--- src/rtl/bw_clk_gclk_center_seq.sv ---
// Global-clock center sequencer: staged bring-up and reverse-order shutdown of the
// cmp/ddr/jbus branch enables, plus a cmp-to-jbus ratio sync pulse.
module bw_clk_gclk_center_seq (
    input  logic       gclk,
    input  logic       grst,
    input  logic       start_req,
    input  logic       stop_req,
    input  logic [3:0] settle,
    input  logic [3:0] ratio,
    output logic       cmp_en,
    output logic       ddr_en,
    output logic       jbus_en,
    output logic       seq_busy,
    output logic       seq_done,
    output logic       jbus_sync
);

    localparam int unsigned CNT_W = 4;

    typedef enum logic [2:0] {
        ST_OFF = 3'd0,
        ST_UP1 = 3'd1,
        ST_UP2 = 3'd2,
        ST_ON  = 3'd3,
        ST_DN1 = 3'd4,
        ST_DN2 = 3'd5
    } state_t;

    state_t             state, state_n;
    logic [CNT_W-1:0]   cnt, cnt_n;
    logic [CNT_W-1:0]   s_reg, s_reg_n;
    logic [CNT_W-1:0]   p_reg, p_reg_n;
    logic [CNT_W-1:0]   sync_cnt, sync_cnt_n;
    logic               stop_pend, stop_pend_n;
    logic               cmp_en_n, ddr_en_n, jbus_en_n;
    logic               seq_busy_n, seq_done_n, jbus_sync_n;
    logic [CNT_W-1:0]   ratio_clamped;
    logic [CNT_W-1:0]   cnt_dec;

    // Periods below 2 cannot produce a distinct sync phase, so they run as 2.
    assign ratio_clamped = (ratio < CNT_W'(2)) ? CNT_W'(2) : ratio;
    assign cnt_dec       = cnt - CNT_W'(1);

    // State and all registered outputs.
    always_ff @(posedge gclk or posedge grst) begin
        if (grst) begin
            state     <= ST_OFF;
            cnt       <= '0;
            s_reg     <= '0;
            p_reg     <= '0;
            sync_cnt  <= '0;
            stop_pend <= 1'b0;
            cmp_en    <= 1'b0;
            ddr_en    <= 1'b0;
            jbus_en   <= 1'b0;
            seq_busy  <= 1'b0;
            seq_done  <= 1'b0;
            jbus_sync <= 1'b0;
        end else begin
            state     <= state_n;
            cnt       <= cnt_n;
            s_reg     <= s_reg_n;
            p_reg     <= p_reg_n;
            sync_cnt  <= sync_cnt_n;
            stop_pend <= stop_pend_n;
            cmp_en    <= cmp_en_n;
            ddr_en    <= ddr_en_n;
            jbus_en   <= jbus_en_n;
            seq_busy  <= seq_busy_n;
            seq_done  <= seq_done_n;
            jbus_sync <= jbus_sync_n;
        end
    end

    // Next-state and next-output logic.
    always_comb begin
        state_n     = state;
        cnt_n       = cnt;
        s_reg_n     = s_reg;
        p_reg_n     = p_reg;
        stop_pend_n = stop_pend;
        cmp_en_n    = cmp_en;
        ddr_en_n    = ddr_en;
        jbus_en_n   = jbus_en;
        seq_done_n  = 1'b0;
        sync_cnt_n  = '0;
        jbus_sync_n = 1'b0;
        seq_busy_n  = 1'b0;

        case (state)
            ST_OFF: begin
                if (start_req) begin
                    cmp_en_n = 1'b1;
                    s_reg_n  = settle;
                    p_reg_n  = ratio_clamped;
                    cnt_n    = settle;
                    state_n  = ST_UP1;
                end
            end
            ST_UP1: begin
                if (stop_req) stop_pend_n = 1'b1;
                if (cnt == '0) begin
                    ddr_en_n = 1'b1;
                    cnt_n    = s_reg;
                    state_n  = ST_UP2;
                end else begin
                    cnt_n = cnt_dec;
                end
            end
            ST_UP2: begin
                if (stop_req) stop_pend_n = 1'b1;
                if (cnt == '0) begin
                    jbus_en_n  = 1'b1;
                    seq_done_n = 1'b1;
                    state_n    = ST_ON;
                end else begin
                    cnt_n = cnt_dec;
                end
            end
            ST_ON: begin
                if (stop_req || stop_pend) begin
                    jbus_en_n   = 1'b0;
                    stop_pend_n = 1'b0;
                    s_reg_n     = settle;
                    cnt_n       = settle;
                    state_n     = ST_DN1;
                end
            end
            ST_DN1: begin
                if (cnt == '0) begin
                    ddr_en_n = 1'b0;
                    cnt_n    = s_reg;
                    state_n  = ST_DN2;
                end else begin
                    cnt_n = cnt_dec;
                end
            end
            ST_DN2: begin
                if (cnt == '0) begin
                    cmp_en_n   = 1'b0;
                    seq_done_n = 1'b1;
                    state_n    = ST_OFF;
                end else begin
                    cnt_n = cnt_dec;
                end
            end
            default: begin
                state_n = ST_OFF;
            end
        endcase

        seq_busy_n = (state_n == ST_UP1) || (state_n == ST_UP2) ||
                     (state_n == ST_DN1) || (state_n == ST_DN2);

        // Sync counter holds 0 on the first jbus cycle and while jbus is off.
        if (jbus_en_n && jbus_en) begin
            sync_cnt_n = (sync_cnt == p_reg - CNT_W'(1)) ? '0 : sync_cnt + CNT_W'(1);
        end
        jbus_sync_n = jbus_en_n && (sync_cnt_n == p_reg_n - CNT_W'(1));
    end

endmodule

--- config.mk ---
export PLATFORM = sky130hd
export DESIGN_NAME = bw_clk_gclk_center_seq
export DESIGN_NICKNAME = d
export VERILOG_FILES = /design/src/rtl/bw_clk_gclk_center_seq.sv
export SDC_FILE = /design/constraint.sdc
export NUM_CORES = 1
export LEC_CHECK = 0
export BUFFER_PORTS_ARGS = -buffer_cell sky130_fd_sc_hd__buf_2
export CAP_MARGIN = 20
export CORE_ASPECT_RATIO = 1.5
export CORE_MARGIN = 8
export CORE_UTILIZATION = 25
export CTS_CLUSTER_DIAMETER = 200
export DETAILED_ROUTE_END_ITERATION = 10
export SLEW_MARGIN = 10
export SYNTH_ARGS = -nofsm -noshare
export SYNTH_HDL_FRONTEND = slang
export SYNTH_SLANG_ARGS = --single-unit
--- constraint.sdc ---
create_clock -name gclk -period 5.3 [get_ports gclk]
set_clock_uncertainty 0.15 [all_clocks]
set_input_delay 1.06 -clock gclk [delete_from_list [all_inputs] [get_ports gclk]]
set_output_delay 1.06 -clock gclk [all_outputs]
set_load 0.1 [all_outputs]
=== After elaboration in Yosys (flattened, before gate mapping) ===
Index checks and enable logic that the tools add are counted.
W data, S select, Z words.

* Eq/ne operators: 18
* Reduce and logical (&&, ||, !) cells: 21
* Mux-type cells: 31
* $add $sub $neg: 4
* Order comparisons: 1

{| class="wikitable"
|+ Operators with widths
! cell !! count
|-
| $mux W4 || 9
|-
| $mux W3 || 6
|-
| $pmux W3 S6 || 1
|-
| $pmux W4 S4 || 1
|-
| $eq A3 B3 Y1 const B || 4
|-
| $ne A2 B2 Y1 const B || 6
|-
| $reduce_and A3 Y1 || 4
|-
| $sub A4 B1 Y4 const B || 3
|-
| $eq A3 B2 Y1 const B || 3
|-
| $mux W1 || 9
|-
| $eq A4 B4 Y1 || 2
|-
| $pmux W1 S2 || 4
|-
| $pmux W4 S2 || 1
|-
| $reduce_bool A2 Y1 || 4
|-
| $eq A3 B1 Y1 const B || 2
|-
| $reduce_or A2 Y1 || 3
|-
| $add A4 B1 Y4 const B || 1
|-
| $logic_not A4 Y1 || 1
|-
| $logic_or A1 B1 Y1 || 4
|-
| $lt A4 B2 Y1 const B || 1
|-
| $reduce_and A4 Y1 || 1
|-
| $reduce_bool A4 Y1 || 1
|-
| $logic_not A3 Y1 || 1
|-
| $logic_and A1 B1 Y1 || 2
|-
| $ne A2 B1 Y1 const B || 1
|}

* Input bits: 12
* Output and inout bits: 6
* Register bits: 26

=== Logic depth before layout (Yosys ltp) ===
* Word-level depth: 7
* Mapped depth: 10
* Gate-level depth less buffers: 9

=== Least setup slack after synthesis ===
OpenSTA, ideal clock, no wires.

* Kind: input port to flip-flop
* From: input port start_req
* To: register jbus_sync
* Path buffers: 0
* Setup slack: 2.188 ns
* Arrival: 2.881 ns
* Cell stages on the path: 8
* Data required time: 5.070 ns
* Setup time: 0.080 ns
* Path through: nor4b_4 o311ai_0 o21a_1 ha_1 or3b_2 mux2i_1 a32oi_1 nor3_2

* Cells in the longest elaborated chain, start to end: 5

{| class="wikitable"
|+ Ends and longest elaborated chain
! item !! RTL line !! RTL
|-
| start: declaration || 6 || <nowiki>input logic start_req,</nowiki>
|-
| $mux W4 || 92 || <nowiki>if (start_req) begin</nowiki>
|-
| $mux W4 || 90 || <nowiki>case (state)</nowiki>
|-
| $sub A4 B1 Y4 || 159 || <nowiki>jbus_sync_n = jbus_en_n && (sync_cnt_n == p_reg_n - CNT_W'(1));</nowiki>
|-
| $eq A4 B4 Y1 || 159 ||
|-
| $logic_and A1 B1 Y1 || 159 ||
|-
| via jbus_sync_n || 36 || <nowiki>logic seq_busy_n, seq_done_n, jbus_sync_n;</nowiki>
|-
| end signal: assignment || 71 || <nowiki>jbus_sync <= jbus_sync_n;</nowiki>
|-
| end: declaration || 15 || <nowiki>output logic jbus_sync</nowiki>
|}

The timed path passes the listed nets, and every way through them passes these cells.
A chain may end at the register's enable or synchronous reset.

=== Worst setup path in the final report ===
Same ends and word-level chain as after synthesis.

==> key figures <==
Floorplanning
  • Core footprint: 6441 sq um
  • Die Width: 82.27 um
  • Row cnt: 36
  • DIE AREA: 9493 sq um
  • Initial Util: 25.56%
  • I/O pins: 18
  • Die height: 115.4 um

Yosys
  • Asr flop ratio synth: 100.0%
  • Netlist cell types: 52
  • Yosys reg bits: 26
  • Warnings from Yosys: 0
  • Syn Area/Cell: 9.629 sq um
  • Syn_nets: 188
  • Number of synthesized flops with an enable pin: 0
  • Yosys top cell by area: dfrtp_1
  • Post-Synthesis Cells: 171
  • Register area share after synthesis: 39.51%
  • Dominant cells by area after synthesis: dfrtp_1 40%, mux2_2 4.8%, ha_1 3.8%
  • Synthesized area: 1647 sq um
  • Count leader, synth: dfrtp_1
  • Synth top area share: 39.51%
  • Most frequent cells after synthesis: 26 x dfrtp_1, 14 x inv_1, 14 x nor2_1
  • Top FF cell, synth: dfrtp_1

Worst setup path
  • Critical path cell sequence: buf_2, nor4b_4, o311ai_0, o21a_1, ha_1, or3b_2, mux2i_1, a32oi_1, nor3_2
  • Largest stage delay, worst path: 0.44 ns
  • R2r setup slk: 2.19 ns
  • FF-to-FF Start: state[2]
  • CP arrival: 3.19 ns
  • Family with the most delay on the worst path: simple AND/OR/NAND/NOR gates
  • Slowest CP cell: or3b_2
  • Critical Path End Type: flop
  • CP bufs+invs: 1
  • Cell depth of the worst flop-to-flop path: 8
  • Startpoint Class: input pin
  • Req. time, crit path: 5.35 ns
  • CP Max Fanout: 8
  • Crit path kind: in -> reg
  • FF-to-FF End: jbus_sync

Placed design
  • IO Port Bufs: 17
  • Cell count after placement: 256
  • Gp weighted congestion: 0.8502
  • DP HPWL: 2862 um

Worst hold path
  • HP Start: cmp_en
  • HP Class: reg -> reg
  • Hold Crit Depth: 1
  • Hold EP: cmp_en

STA
  • Worst Tran Pin Value: 0.8763 ns
  • Final Cycle Share: 59.15%
  • Final Max Slew Viols: 0
  • RSZ-0062 raised after global routing: false
  • FMAX: 319.0 MHz
  • Final setup viols: 0
  • Post-route setup TNS: 0 ns
  • Worst relative slew slack: 41.58%
  • Min cycle time layout: 3.135 ns
  • Final Hold Fails: 0

CTS
  • Clk sinks: 26
  • Root Buffer: clkbuf_8
  • Post-CTS setup buffer count: 0
  • CTS clk-pin slew, worst paths: 0.09 ns
  • TritonCTS buffer count: 3
  • Clock Tree Buf Depth: 2
  • CTS tree: yes
  • Skew-Pair Late Insertion Delay: 0.27 ns
  • Hold_buf cts: 0
  • Count of cells resized by post-cts repair: 0
  • H-tree Lvls: 1

Detailed routing
  • Pre-antenna DRT Iters: 6
  • Initial DRC Count: 82
  • Via count: 1,303
  • Via-per-instance ratio: 4.992
  • WL/cell: 14.53 um
  • Drc violations: 0
  • Routed Antenna Nets: 0
  • Final WL: 3792 um

Cells and area
  • Area delta synth->final: 14.44%
  • Ant diodes: 0
  • Fraction of layout instances using a drive strength above 1: 20.00%
  • Final Non-Filler Cells: 261
  • Nets: 203
  • Fill cells: 689
  • Fin util: 29.25%

Global route
  • GR met3 Demand/Resource: 1.800%
  • Global-route wire length before repair: 6630 um
  • Largest net degree at the start of global routing: 29
  • Initial antenna violation count: 0
  • Grt met1 use: 10.33%
  • Total gr overflow: 0
  • Busiest grt layer: met2
  • Global Route Usage Sum: 8.906%
  • GR Layer Usage met2: 15.05%
  • Number of global-route vias before repair: 1,396

Flow run
  • Max Cap Viol: 0

Status
  • Status: completed

Pwr
  • Seq pwr share: 32.4%
  • Maximum VDD drop: 0.2961 mV
  • Psw: 0.5445 mW
  • Clock group share of total power: 13.8%
  • Power density cells: 634.7 nW/um^2
  • Sw frac: 45.53%
  • Comb pwr share: 53.9%
  • Cell internal pwr: 0.6515 mW
  • Leakage: 0.8127 nW
[cells in the final DEF (no fill, tap or decap), types with 2 or more instances in the layout]
cell	n
clkbuf_8	3
a22oi_1	2
and2_1	4
mux2i_1	2
nand2b_1	2
o211ai_1	2
nor3b_1	2
xor2_1	5
o21a_1	2
nand2_1	13
mux2_2	7
nor3_1	6
a222oi_1	2
o21ai_0	10
dfrtp_1	26
ha_1	5
buf_2	17
nand3_1	6
a21oi_1	6
nor2_1	14
inv_1	14
xnor2_1	5
[per-layer routing]
layer	vias up	part of all wire, %
met3	7	4.2
met2	33	52
met5	-	0
li1	632	-
met4	0	2.6
met1	631	41
[cell type report]
type / instances / area [sq um] / share of cell area [%]
Multi-Input combinational cell: 122 / 898.4 / 47.68
Sequential cell: 26 / 650.6 / 34.53
Timing Repair Buffer: 18 / 112.6 / 5.976
Tap cell: 76 / 95.09 / 5.046
Inverter: 15 / 56.30 / 2.988
Clock buffer: 3 / 41.29 / 2.191
Clock inverter: 1 / 30.03 / 1.594
[logic make-up after synthesis]
logic type,Yosys count,synth area share (%)
DFF,26,39.51
muxes,10,7.371
and+or+nand+nor,56,18.16
buffers and inverters,23,5.926
xor gates and xnor gates,12,8.130
AOI/OAI and AO/OA,38,16.41
adders and majority gates,6,4.483
[power by group through the flow]
stage	combinational [mW]	sequential [mW]	clock, mW
floorplan	0.491	0.427	0
global placement	0.635	0.392	0
detailed placement	0.645	0.392	0
CTS	0.649	0.389	0.171
global route	0.719	0.406	0.180
finish	0.644	0.387	0.165
[stage by stage]
| stage | area [sq um] | power [mW] | hold slack, ns | worst slack (ns) |
|---|---|---|---|---|
| 2_1_floorplan | 1647 | 0.9178 | 0.3266 | 2.188 |
| 3_3_place_gp | 1785 | 1.027 | 0.3635 | 1.971 |
| 3_5_place_dp | 1785 | 1.038 | 0.3754 | 1.891 |
| 4_1_cts | 1857 | 1.208 | 0.3984 | 2.181 |
| 5_1_grt | 1884 | 1.305 | 0.4233 | 1.957 |
| 6_report | 1884 | 1.196 | 0.3892 | 2.165 |
[how the worst max path moves through the flow]
stage,startpoint,cells after the start,slack (ns),endpoint
after global placement,start_req,9,1.97,jbus_sync
after floorplan,start_req,8,2.19,jbus_sync
final,start_req,9,2.17,jbus_sync
after global routing,state[2],8,1.96,jbus_sync
after CTS,start_req,9,2.18,jbus_sync
after detailed placement,start_req,9,1.89,jbus_sync
Note: power is estimated with default switching activity, not from simulation.
